<file path="src/rtl/multdiv_pkg.sv">
// Shared constants for the execute-stage multiply/divide unit.
// Op encodings, FSM state codes and iteration counts.
package multdiv_pkg;

    localparam int WIDTH      = 32;
    localparam int MULT_ITERS = WIDTH / 2;
    localparam int DIV_ITERS  = WIDTH;
    localparam int CNT_W      = 6;

    localparam logic OP_MULT = 1'b0;
    localparam logic OP_DIV  = 1'b1;

    localparam logic [1:0] IDLE = 2'd0;
    localparam logic [1:0] MULT = 2'd1;
    localparam logic [1:0] DIV  = 2'd2;
    localparam logic [1:0] FIN  = 2'd3;

    function automatic logic [WIDTH-1:0] apply_sign(
        input logic             neg,
        input logic [WIDTH-1:0] v
    );
        return neg ? -v : v;
    endfunction

endpackage

</file>
<file path="src/rtl/booth_r4_sel.sv">
// Radix-4 Booth digit selector.
// Maps one multiplier triplet to a 34-bit signed partial product.
module booth_r4_sel
    import multdiv_pkg::*;
(
    input  logic [2:0]       trip,
    input  logic [WIDTH+1:0] a,
    output logic [WIDTH+1:0] pp
);

    always_comb begin
        pp = '0;
        unique case (trip)
            3'b001, 3'b010: pp = a;
            3'b011:         pp = a << 1;
            3'b100:         pp = -(a << 1);
            3'b101, 3'b110: pp = -a;
            default:        pp = '0;
        endcase
    end

endmodule

</file>
<file path="src/rtl/mult_div_ctrl.sv">
// Multi-cycle signed MULT (radix-4 Booth) / DIV (restoring) owning HI/LO.
// Define MULTDIV_DIVZERO_EXC_EN for the fast divide-by-zero exception path.
module mult_div_ctrl
    import multdiv_pkg::*;
(
    input  logic             clk,
    input  logic             reset,
    input  logic             start_i,
    input  logic             op_i,
    input  logic [WIDTH-1:0] a_i,
    input  logic [WIDTH-1:0] b_i,
    output logic             busy_o,
    output logic             done_o,
`ifdef MULTDIV_DIVZERO_EXC_EN
    output logic             div_zero_o,
`endif
    output logic [WIDTH-1:0] hi_o,
    output logic [WIDTH-1:0] lo_o
);

    logic [1:0]         state;
    logic [CNT_W-1:0]   cnt;
    logic               op_q;
    logic               sa;
    logic               sb;
    logic               dz;
    logic [WIDTH+1:0]   a_q;
    logic [WIDTH-1:0]   b_q;
    logic               b_prev;
    logic [2*WIDTH-1:0] acc;

    logic [WIDTH+1:0]   pp;
    logic [2*WIDTH-1:0] pp_ext;
    logic [5:0]         shamt;
    logic [WIDTH:0]     sh;
    logic [WIDTH:0]     diff;
    logic               ge;
    logic [WIDTH-1:0]   q_fin;
    logic [WIDTH-1:0]   r_fin;

    booth_r4_sel u_sel (
        .trip ({b_q[1], b_q[0], b_prev}),
        .a    (a_q),
        .pp   (pp)
    );

    // acc is {remainder, quotient-shift} during DIV
    assign pp_ext = {{(WIDTH-2){pp[WIDTH+1]}}, pp};
    assign shamt  = {cnt[4:0], 1'b0};
    assign sh     = {acc[2*WIDTH-1:WIDTH], acc[WIDTH-1]};
    assign diff   = sh - {1'b0, b_q};
    assign ge     = !diff[WIDTH];
    assign q_fin  = apply_sign(sa ^ sb, acc[WIDTH-1:0]);
    assign r_fin  = apply_sign(sa, acc[2*WIDTH-1:WIDTH]);
    assign busy_o = (state != IDLE);

    always_ff @(posedge clk or posedge reset) begin
        if (reset) begin
            state  <= IDLE;
            cnt    <= '0;
            op_q   <= OP_MULT;
            sa     <= 1'b0;
            sb     <= 1'b0;
            dz     <= 1'b0;
            a_q    <= '0;
            b_q    <= '0;
            b_prev <= 1'b0;
            acc    <= '0;
            done_o <= 1'b0;
            hi_o   <= '0;
            lo_o   <= '0;
`ifdef MULTDIV_DIVZERO_EXC_EN
            div_zero_o <= 1'b0;
`endif
        end else begin
            done_o <= 1'b0;
`ifdef MULTDIV_DIVZERO_EXC_EN
            div_zero_o <= 1'b0;
`endif
            case (state)
                IDLE: begin
                    if (start_i) begin
                        a_q    <= {{2{a_i[WIDTH-1]}}, a_i};
                        op_q   <= op_i;
                        sa     <= a_i[WIDTH-1];
                        sb     <= b_i[WIDTH-1];
                        dz     <= (op_i == OP_DIV) && (b_i == '0);
                        cnt    <= '0;
                        b_prev <= 1'b0;
                        if (op_i == OP_MULT) begin
                            b_q   <= b_i;
                            acc   <= '0;
                            state <= MULT;
                        end else begin
                            b_q   <= apply_sign(b_i[WIDTH-1], b_i);
                            acc   <= {{WIDTH{1'b0}},
                                      apply_sign(a_i[WIDTH-1], a_i)};
                            state <= DIV;
                        end
                    end
                end
                MULT: begin
                    acc    <= acc + (pp_ext << shamt);
                    b_q    <= {2'b00, b_q[WIDTH-1:2]};
                    b_prev <= b_q[1];
                    cnt    <= cnt + 1'b1;
                    if (cnt == CNT_W'(MULT_ITERS - 1))
                        state <= FIN;
                end
                DIV: begin
`ifdef MULTDIV_DIVZERO_EXC_EN
                    if (dz)
                        state <= FIN;
                    else
`endif
                    begin
                        acc <= ge ? {diff[WIDTH-1:0], acc[WIDTH-2:0], 1'b1}
                                  : {sh[WIDTH-1:0], acc[WIDTH-2:0], 1'b0};
                        cnt <= cnt + 1'b1;
                        if (cnt == CNT_W'(DIV_ITERS - 1))
                            state <= FIN;
                    end
                end
                FIN: begin
                    state  <= IDLE;
                    done_o <= 1'b1;
                    if (op_q == OP_MULT) begin
                        hi_o <= acc[2*WIDTH-1:WIDTH];
                        lo_o <= acc[WIDTH-1:0];
                    end else if (dz) begin
`ifdef MULTDIV_DIVZERO_EXC_EN
                        div_zero_o <= 1'b1;
`else
                        hi_o <= a_q[WIDTH-1:0];
                        lo_o <= '1;
`endif
                    end else begin
                        hi_o <= r_fin;
                        lo_o <= q_fin;
                    end
                end
                default: state <= IDLE;
            endcase
        end
    end

endmodule

</file>
<file path="config.mk">
export PLATFORM = sky130hd
export DESIGN_NAME = mult_div_ctrl
export DESIGN_NICKNAME = d
export VERILOG_FILES = /design/src/rtl/multdiv_pkg.sv /design/src/rtl/booth_r4_sel.sv /design/src/rtl/mult_div_ctrl.sv
export SDC_FILE = /design/constraint.sdc
export NUM_CORES = 1
export LEC_CHECK = 0
export CAP_MARGIN = 20
export CORE_AREA = 5 5 236 238
export CTS_CLUSTER_DIAMETER = 60
export DETAILED_ROUTE_END_ITERATION = 16
export DIE_AREA = 0 0 241 243
export SLEW_MARGIN = 20
export SYNTH_ARGS = -nofsm -noshare
export SYNTH_HDL_FRONTEND = slang
export SYNTH_SLANG_ARGS = --single-unit
</file>
<file path="constraint.sdc">
create_clock -name clk -period 7.1 [get_ports clk]
set_input_delay 1.775 -clock clk [delete_from_list [all_inputs] [get_ports clk]]
set_output_delay 1.775 -clock clk [all_outputs]
set_load 0.01 [all_outputs]
</file>
Yosys cells after proc, flatten, opt, wreduce, memory -nomap -nowiden
Cells that the tools add are included. Widths: inputs -> output; s select.

Register bits: 206. Bits of input ports: 68. Logic and storage cells: 79. Output and inout port bits: 66.

Equal/unequal tests: 14. Reduce and logical (&&, ||, !) cells: 15. Bitwise gates (word level): 1. Shifts and indexed selects: 1. $add $sub $neg: 9. Mux-type cells: 26.

Operators with widths (number): $mux 32 (11); $pmux 64 s3 (1); $pmux 34 s4 (1); $mux 64 (2); $neg 32->32 (4); $neg 34->34 (2); $add 64x64->64 (1); $pmux 32 s2 (1); $shl 64x6->64 (1); $sub 33x32->33 (1); $logic_not 32->1 (1); $pmux 6 s2 (1); $eq 3x3->1 const B (3); $mux 2 (4); $pmux 2 s4 (1); $reduce_and 2->1 (4); $add 6x1->6 const B (1); $eq 3x2->1 const B (2); $eq 6x4->1 const B (1); $eq 6x5->1 const B (1); $mux 6 (1); $ne 2x2->1 const B (3); $reduce_bool 2->1 (3); $reduce_or 2->1 (3); other kinds (10) (12).

Logic depth before layout (Yosys ltp)
Depth in word-level cells: 6. Depth in mapped cells: 28. Gate-level depth less buffers: 25.

Hierarchy
From an unflattened synthesis, not the netlist that was laid out.

Cell total of the unflattened synthesis: 2833. Area, all modules: 21635.8 um^2.

Modules (own cells, without submodules): mult_div_ctrl (cells an instance 2502, area an instance 19562.5 um^2, times used 1); booth_r4_sel (cells an instance 331, area an instance 2073.2 um^2, times used 1).

Least setup slack after synthesis
Ideal clock, no wire load.

Kind: register to register. From: register a_q[0]. To: register acc[57]. Slack: 1.350 ns. Clock period less this slack: 5.750 ns. Buffers on the path: 2. Arrival: 5.607 ns. Stages on the path, launching flop included: 27. Cell sequence: dfrtp_1 > buf_2 > inv_1 > ha_1 > nor3b_2 > nand4_1 > o41ai_1 > xor2_1 > o21ai_0 > a22oi_1 > mux2_2 > mux4_2 > mux2i_1 > and2_1 > ha_1 > clkbuf_1 > nand3_1 > or3_1 > nor2_1 > nand4_1 > o211a_1 > and3_1 > o21ai_0 > a21oi_1 > o21ai_0 > xnor2_1 > o221ai_1.

Word-level cells in the longest chain between the ends: 5. Elaborated cells on any way between the ends: 6. Classes of those cells: add/sub: 3; shift: 1; mux: 2.

RTL lines: start, declared (line mult_div_ctrl.sv:27) `logic [WIDTH+1:0] a_q;`; start signal, assigned (line mult_div_ctrl.sv:83) `a_q <= {{2{a_i[WIDTH-1]}}, a_i};`; $neg 34->34, on equally long branches (line booth_r4_sel.sv:17, booth_r4_sel.sv:16); $pmux 34 s4 * (line booth_r4_sel.sv:13) `unique case (trip)`; $shl 64x6->64 * (line mult_div_ctrl.sv:103) `acc <= acc + (pp_ext << shamt);`; $add 64x64->64 * (line mult_div_ctrl.sv:103); $pmux 64 s3 * (line mult_div_ctrl.sv:80) `case (state)`; end signal, assigned (line mult_div_ctrl.sv:96) `acc <= {{WIDTH{1'b0}},`; end signal, assigned (line mult_div_ctrl.sv:103); end signal, assigned (line mult_div_ctrl.sv:117) `acc <= ge ? {diff[WIDTH-1:0], acc[WIDTH-2:0], 1'b1}`; end, declared (line mult_div_ctrl.sv:30) `logic [2*WIDTH-1:0] acc;`.

Mark *: on every way between the ends. The rest lies on a longest branch, timed or not. A chain may end at the register's enable or synchronous reset.

Worst setup path in the final report
From: register a_q[1]. To: register acc[62].

The elaborated chain is that of the path after synthesis.

==> results_dict.tcl <==
set metrics [dict create \
    cp-start-kind "register" \
    fmax_mhz 150 \
    grt_first_pass_wirelength_um 134000 \
    postRouteAntennaNets 0 \
    htreeDepth 2 \
    ctsRootBufferMaster "clkbuf_16" \
    layout_common_cells "290 x a21oi_1, 273 x nor2_1, 260 x nand2_1" \
    setup_viol 0 \
    yosysSeqAreaShare 0.237 \
    finish.utilization 0.470 \
    crit_required_ns 7.58 \
    tightest_slew_ns 1.10 \
    ios 134 \
    antenna_found_initial 3 \
    cap_violations 0 \
    status "finished, final reports clean" \
    first_global_vias 21600 \
    drive_gt1_frac 0.0991 \
    finalCritPeriodShare 0.941 \
    worst-path-max-fanout 9 \
    ys_seq_elements 205 \
    async_flop_share 1.00 \
    clock_latency_ns 0.55 \
    arrival_ns 7.16 \
    syn2layout_area_growth_pct 15.8 \
    path_class "reg -> reg" \
    initial_utilization 0.405 \
    tns_ns 0 \
    core_area_um2 53400 \
    rows 85 \
    post_cts_buffers 0 \
    grt_max_degree 104 \
    dieArea_um2 58600 \
    dieWidth_um 241 \
    post_cts_resized 0 \
    yosys_warnings 0 \
    nets 3092 \
    cts_buffers 34 \
    hold_path_class "reg -> reg" \
    fp.dieH_um 243 \
    layout_min_cycle_time_ns 6.68 \
    synth.avg_cell_area_um2 7.60 \
    cts_buffer_depth 3 \
    synth_edf_count 0 \
    rsz0062_at_grt "no" \
    synth_cell_type_count 87 \
    clkTransAtPathRegs_ns 0.06 \
    vias 22500 \
    synthCells 2847 \
    dp_hpwl_um 69100 \
    hold_viol_final 0 \
    cts_tree "done" \
    fin_skew_ns 0.0156 \
    slew_violations 0 \
    gp_congestion 1.03 \
    synth.net_count 3026 \
    ys.flop_type "dfrtp_1" \
    drc_errors 0 \
    numPortBuffers 133 \
    endpoint_kind "register" \
    ctsHoldBuffers 0 \
    viasPerCell 6.20 \
    detail_route.wirelength_um 88600 \
    grt_usage 0.292 \
    clkSinkCount 205 \
    layout_commonest_cell "a21oi_1" \
    synthesis.area_um2 21600 \
    drt_first_pass_iters 5 \
    max-slew-margin-rel 0.264 \
    gr-total-overflow 0 \
    initialDrtViolationCount 2310 \
    route.detailed.wl_per_inst_um 24.4 \
    antennaDiodeCount 0 \
]
-- cells in the mapped netlist, drive strengths merged, types with 18 or more instances --
cell type | instances | area share
buf | 35 | 0.0076
o21bai | 24 | 0.0083
nor4 | 28 | 0.011
or4 | 27 | 0.0095
clkbuf | 176 | 0.031
nor2b | 18 | 0.0052
ha | 109 | 0.063
mux2i | 70 | 0.032
o21ai | 242 | 0.056
mux2 | 74 | 0.039
a31oi | 27 | 0.0078
nand3 | 52 | 0.012
a21oi | 290 | 0.067
or3 | 32 | 0.0095
xor2 | 102 | 0.041
inv | 105 | 0.018
o31ai | 50 | 0.017
o41ai | 22 | 0.0089
xnor2 | 102 | 0.041
o211ai | 20 | 0.0069
nor2 | 273 | 0.047
nor3 | 67 | 0.016
nand4 | 28 | 0.0084
o22ai | 29 | 0.0084
nand2 | 260 | 0.045
dfrtp | 205 | 0.24
a211oi | 23 | 0.0080
a22oi | 55 | 0.019
o221ai | 40 | 0.016
a21o | 59 | 0.020
-- path summary, 6_finish.rpt --
check | from | endpoint | slack [ns] | depth (start not counted)
worst max-delay path | a_q[1]$_DFFE_PP0P_ | acc[62]$_DFFE_PP0P_ | 0.42 | 26
worst min-delay path | b_q[19]$_DFFE_PP0P_ | b_q[19]$_DFFE_PP0P_ | 0.51 | 2
worst max register to register | a_q[1]$_DFFE_PP0P_ | acc[62]$_DFFE_PP0P_ | 0.42 | 26
worst min register to register | b_q[19]$_DFFE_PP0P_ | b_q[19]$_DFFE_PP0P_ | 0.51 | 2
max in group asynchronous | reset | b_q[5]$_DFFE_PP0P_ | 4.29 | 3
min in group asynchronous | reset | a_q[20]$_DFFE_PP0P_ | 1.62 | 2
-- stage by stage --
stage / hold WS (ns) / std cells / worst slack (ns) / instance area (um2)
2_1_floorplan: 0.471 / 2847 / 1.35 / 21700
3_3_place_gp: 0.491 / 3573 / 0.523 / 23900
3_5_place_dp: 0.495 / 3573 / 0.571 / 23900
4_1_cts: 0.508 / 3631 / 0.526 / 25100
5_1_grt: 0.524 / 3631 / 0.0299 / 25100
6_report: 0.505 / 3631 / 0.422 / 25100
-- critical path, cell delays in order, from the launching register on --
cell,delay [ns]
dfrtp_1,0.49
inv_1,0.10
ha_1,0.22
nor3b_2,0.27
buf_4,0.23
nand4_1,0.16
buf_4,0.22
nor3_1,0.35
xnor2_1,0.15
a221o_1,0.43
mux4_2,0.53
o221a_2,0.27
a21oi_1,0.14
o21ai_0,0.20
ha_1,0.46
inv_1,0.13
nor2_1,0.30
a221oi_1,0.16
o21bai_1,0.29
a211oi_1,0.13
o31ai_1,0.17
a21oi_1,0.18
o21ai_0,0.24
a21oi_1,0.14
buf_4,0.15
or4_1,0.40
nand3_1,0.09
-- cell type report --
type	instances	area [um2]
clock buffer	42	952
clock inverter	16	221
fill	5360	28300
inverter	106	402
multi-input combinational	2325	15300
sequential	205	5130
tap	696	871
timing repair buffer	241	2150
-- logic make-up after synthesis --
logic type | synth area share
XOR/XNOR | 0.0825
adder cells (fa/ha/maj) | 0.0653
flip-flops | 0.237
buffers and inverters | 0.0565
AO/OA/AOI/OAI | 0.291
multiplexers | 0.0783
AND/OR/NAND/NOR | 0.190
-- layer usage --
| metal | track usage | part of all wire |
|---|---|---|
| met1 | 0.393 | 0.43 |
| met2 | 0.444 | 0.43 |
| met3 | 0.0531 | 0.073 |
| met4 | 0.156 | 0.065 |
| met5 | 0 | 0 |
-- sequential cells by signal, summed over array words and instances (netlist names) --
| register | count |
|---|---|
| done_o | 1 |
| b_q | 32 |
| sa | 1 |
| op_q | 1 |
| sb | 1 |
| cnt | 6 |
| dz | 1 |
| acc | 64 |
| a_q | 31 |
| lo_o | 32 |
| b_prev | 1 |
| state | 2 |
| hi_o | 32 |
Power is left out: the tool's default activity adds up to more than one toggle a clock period on the data nets, which glitch-free logic cannot reach.
==> variant: new RTL, config.mk and constraints unchanged <==
Reset style: synchronous (`reset`), changed in one clocked block.
--- a/src/rtl/mult_div_ctrl.sv
+++ b/src/rtl/mult_div_ctrl.sv
@@ -54,7 +54,7 @@
     assign r_fin  = apply_sign(sa, acc[2*WIDTH-1:WIDTH]);
     assign busy_o = (state != IDLE);
 
-    always_ff @(posedge clk or posedge reset) begin
+    always_ff @(posedge clk) begin
         if (reset) begin
             state  <= IDLE;
             cnt    <= '0;
Check against the original RTL: differs if reset is asserted again (counterexample within 4 cycles, from zero or initial values and one cycle with reset high); with reset held inactive, the same outputs for 4 cycles.
==> variant against the original RTL <==
- clock skew grew 15 ps
- worst setup slack lost 12 ps
- sequential cell count is the same
- wire length grew 6.5%
- final area shrank 1.5%
- cell count grew 4.4%
- synthesized area shrank 0.78%
- critical path type unchanged
- largest cell class unchanged
==> variant: results (changes against the original RTL) <==
| Metric | Value |
|---|---|
| Commonest register cell after synthesis | `dfxtp_1` |
| FILL cells | `5495 (+2.5%)` |
| LEAKAGE | `0.00973 uW` |
| Met2 Use GR | `47.2% (+2.8 points)` |
| HPWL Detailed | `73.5 mm (+6.3%)` |
| Syn nets | `3209 (+6.0%)` |
| Yosys warning count | `0 (unchanged)` |
| H-Tree Depth | `1 (-1)` |
| Crit path max-delay family | `compound AO/OA/AOI/OAI gates` |
| Hold crit path type | `reg2reg` |
| Worst setup path start | `a_q[3]` |
| Clk_lat worst skew | `610 ps (+60 ps)` |
| Slowest stage delay, CP | `570 ps (+40 ps)` |
| GR Layer Usage met3 | `4.90% (-0.41 points)` |
| Number of global-route vias before repair | `22378 (+3.6%)` |
| Vias per std cell | `6.38 (+2.9%)` |
| GRT Total Usage | `30.6% (+1.4 points)` |
| Distinct cell type count after synthesis | `89 (+2.3%)` |
| Drt first pass iters | `6 (+1)` |
| Root Buffer | `clkbuf_16` |
| Number of flip-flops in the largest register | `64 (unchanged)` |
| Final #Nets | `3252 (+5.2%)` |
| Buffers on Ports | `133 (unchanged)` |
| Largest net degree at the start of global routing | `98 (-5.8%)` |
| TritonCTS Buffers | `31 (-8.8%)` |
| Area after DPL | `0.0237 sq mm (-0.95%)` |
| Worst-path maximum fanout | `10 (+1)` |
| Status | `completed` |
| Final cell count without fillers | `3791 (+4.4%)` |
| Setup bufs post-CTS | `0 (unchanged)` |
| Largest cells by area after synthesis | `dfxtp_1, nand2_1, ha_1` |
| 1st-iter DRT viols | `2582 (+12%)` |
| Power per cell area | `398 mW/mm^2` |
| Worst IR Drop VDD | `253 uV` |
| Sequential cell area fraction in the yosys report | `19.1% (-4.6 points)` |
| Clk_skew | `30.9 ps (+15.3 ps)` |
| Initial antenna violation count | `1 (-2)` |
| Inst Count DP | `3736 (+4.6%)` |
| Pre-CTS setup slack | `553 ps (-17.7 ps)` |
| Top post-synthesis cells by count | `nand2_1, nor2_1, a21oi_1` |
| First-pass GRT wire length | `141 mm (+5.3%)` |
| Fraction of layout cells with a size suffix above 1 | `8.11% (-1.8 points)` |
| Hold_sp | `b_q[24]` |
| Avg Cell Area, Syn | `7.09 sq um (-6.8%)` |
| Worst Path Arrival | `7150 ps (about the same)` |
| Max Root-Sink Buffers | `3 (unchanged)` |
| Placer congestion estimate | `1.02 (-0.81%)` |
| Top reg by flops | `acc` |
| Met1 Track Usage GR | `43.8% (+4.5 points)` |
| Clk slew on worst S/H paths | `60 ps (about the same)` |
| Crit path max-delay cell type | `o31ai_1` |
| Relative slew slack | `25.4% (-1.0 points)` |
| Ys async rst share | `0% (-100 points)` |
| Resized Gates After CTS | `0 (unchanged)` |
| DRT Wirelength | `94.4 mm (+6.5%)` |
-- variant: cell count changes after synthesis, moves of 31 or more --
cell      change
dfrtp_1     -205
dfxtp_1     +205
mux2_2       -45
xnor2_1      +31
a211oi_1     +53
nand2_1     +109
-- variant: final timing paths --
path | cells past startpoint | to | slack, ps
max | 24 | acc[59] | 410
min | 2 | b_q[24] | 460
max reg2reg | 24 | acc[59] | 410
min reg2reg | 2 | b_q[24] | 460
-- variant: kinds of logic after synthesis --
| logic type | after synthesis | share of synthesized area, % |
|---|---|---|
| fa+ha+maj | 111 | 6.54 |
| flops | 205 | 19.1 |
| buf+inv | 328 | 5.88 |
| mux | 130 | 6.69 |
| compound gates | 1034 | 31.4 |
| simple gates | 1016 | 21.9 |
| xor+xnor | 206 | 8.44 |
-- variant: cell type report --
type | instances | area [sq um] | area share, %
multi-input cells | 2497 | 16200 | 65.4
repair buffers | 246 | 2180 | 8.83
clock buffers | 41 | 883 | 3.58
well taps | 696 | 871 | 3.53
inverters | 92 | 345 | 1.40
flip-flops and latches | 205 | 4110 | 16.6
clock inverters | 13 | 149 | 0.603
diodes | 1 | 2.50 | 0.0101
-- variant: report_power, final --
part / internal, uW / leakage (uW) / switching, uW / total, uW
Sequential: 1400 / 0.00167 / 370 / 1770
Clock: 945 / 0.000505 / 623 / 1570
Combinational: 2360 / 0.00755 / 4120 / 6490
-- variant: layer usage --
metal  vias up  share of wire [%]
met1     11677                 44
met2      1124                 44
met5         -                  0
met3       174                8.8
met4         0                3.6
li1      11230                  -
-- variant: metrics by stage --
| step | hold WS, ps | total power (uW) |
|---|---|---|
| after floorplan | 432 | 6010 |
| after global placement | 443 | 8070 |
| after detailed placement | 447 | 8080 |
| after CTS | 454 | 9680 |
| after global routing | 478 | 10400 |
| final | 458 | 9820 |
-- variant: worst min-delay path, stage by stage, from the launching register on --
cell     delay [ps]
dfxtp_1         310
nand2_1          50
a21oi_1          50
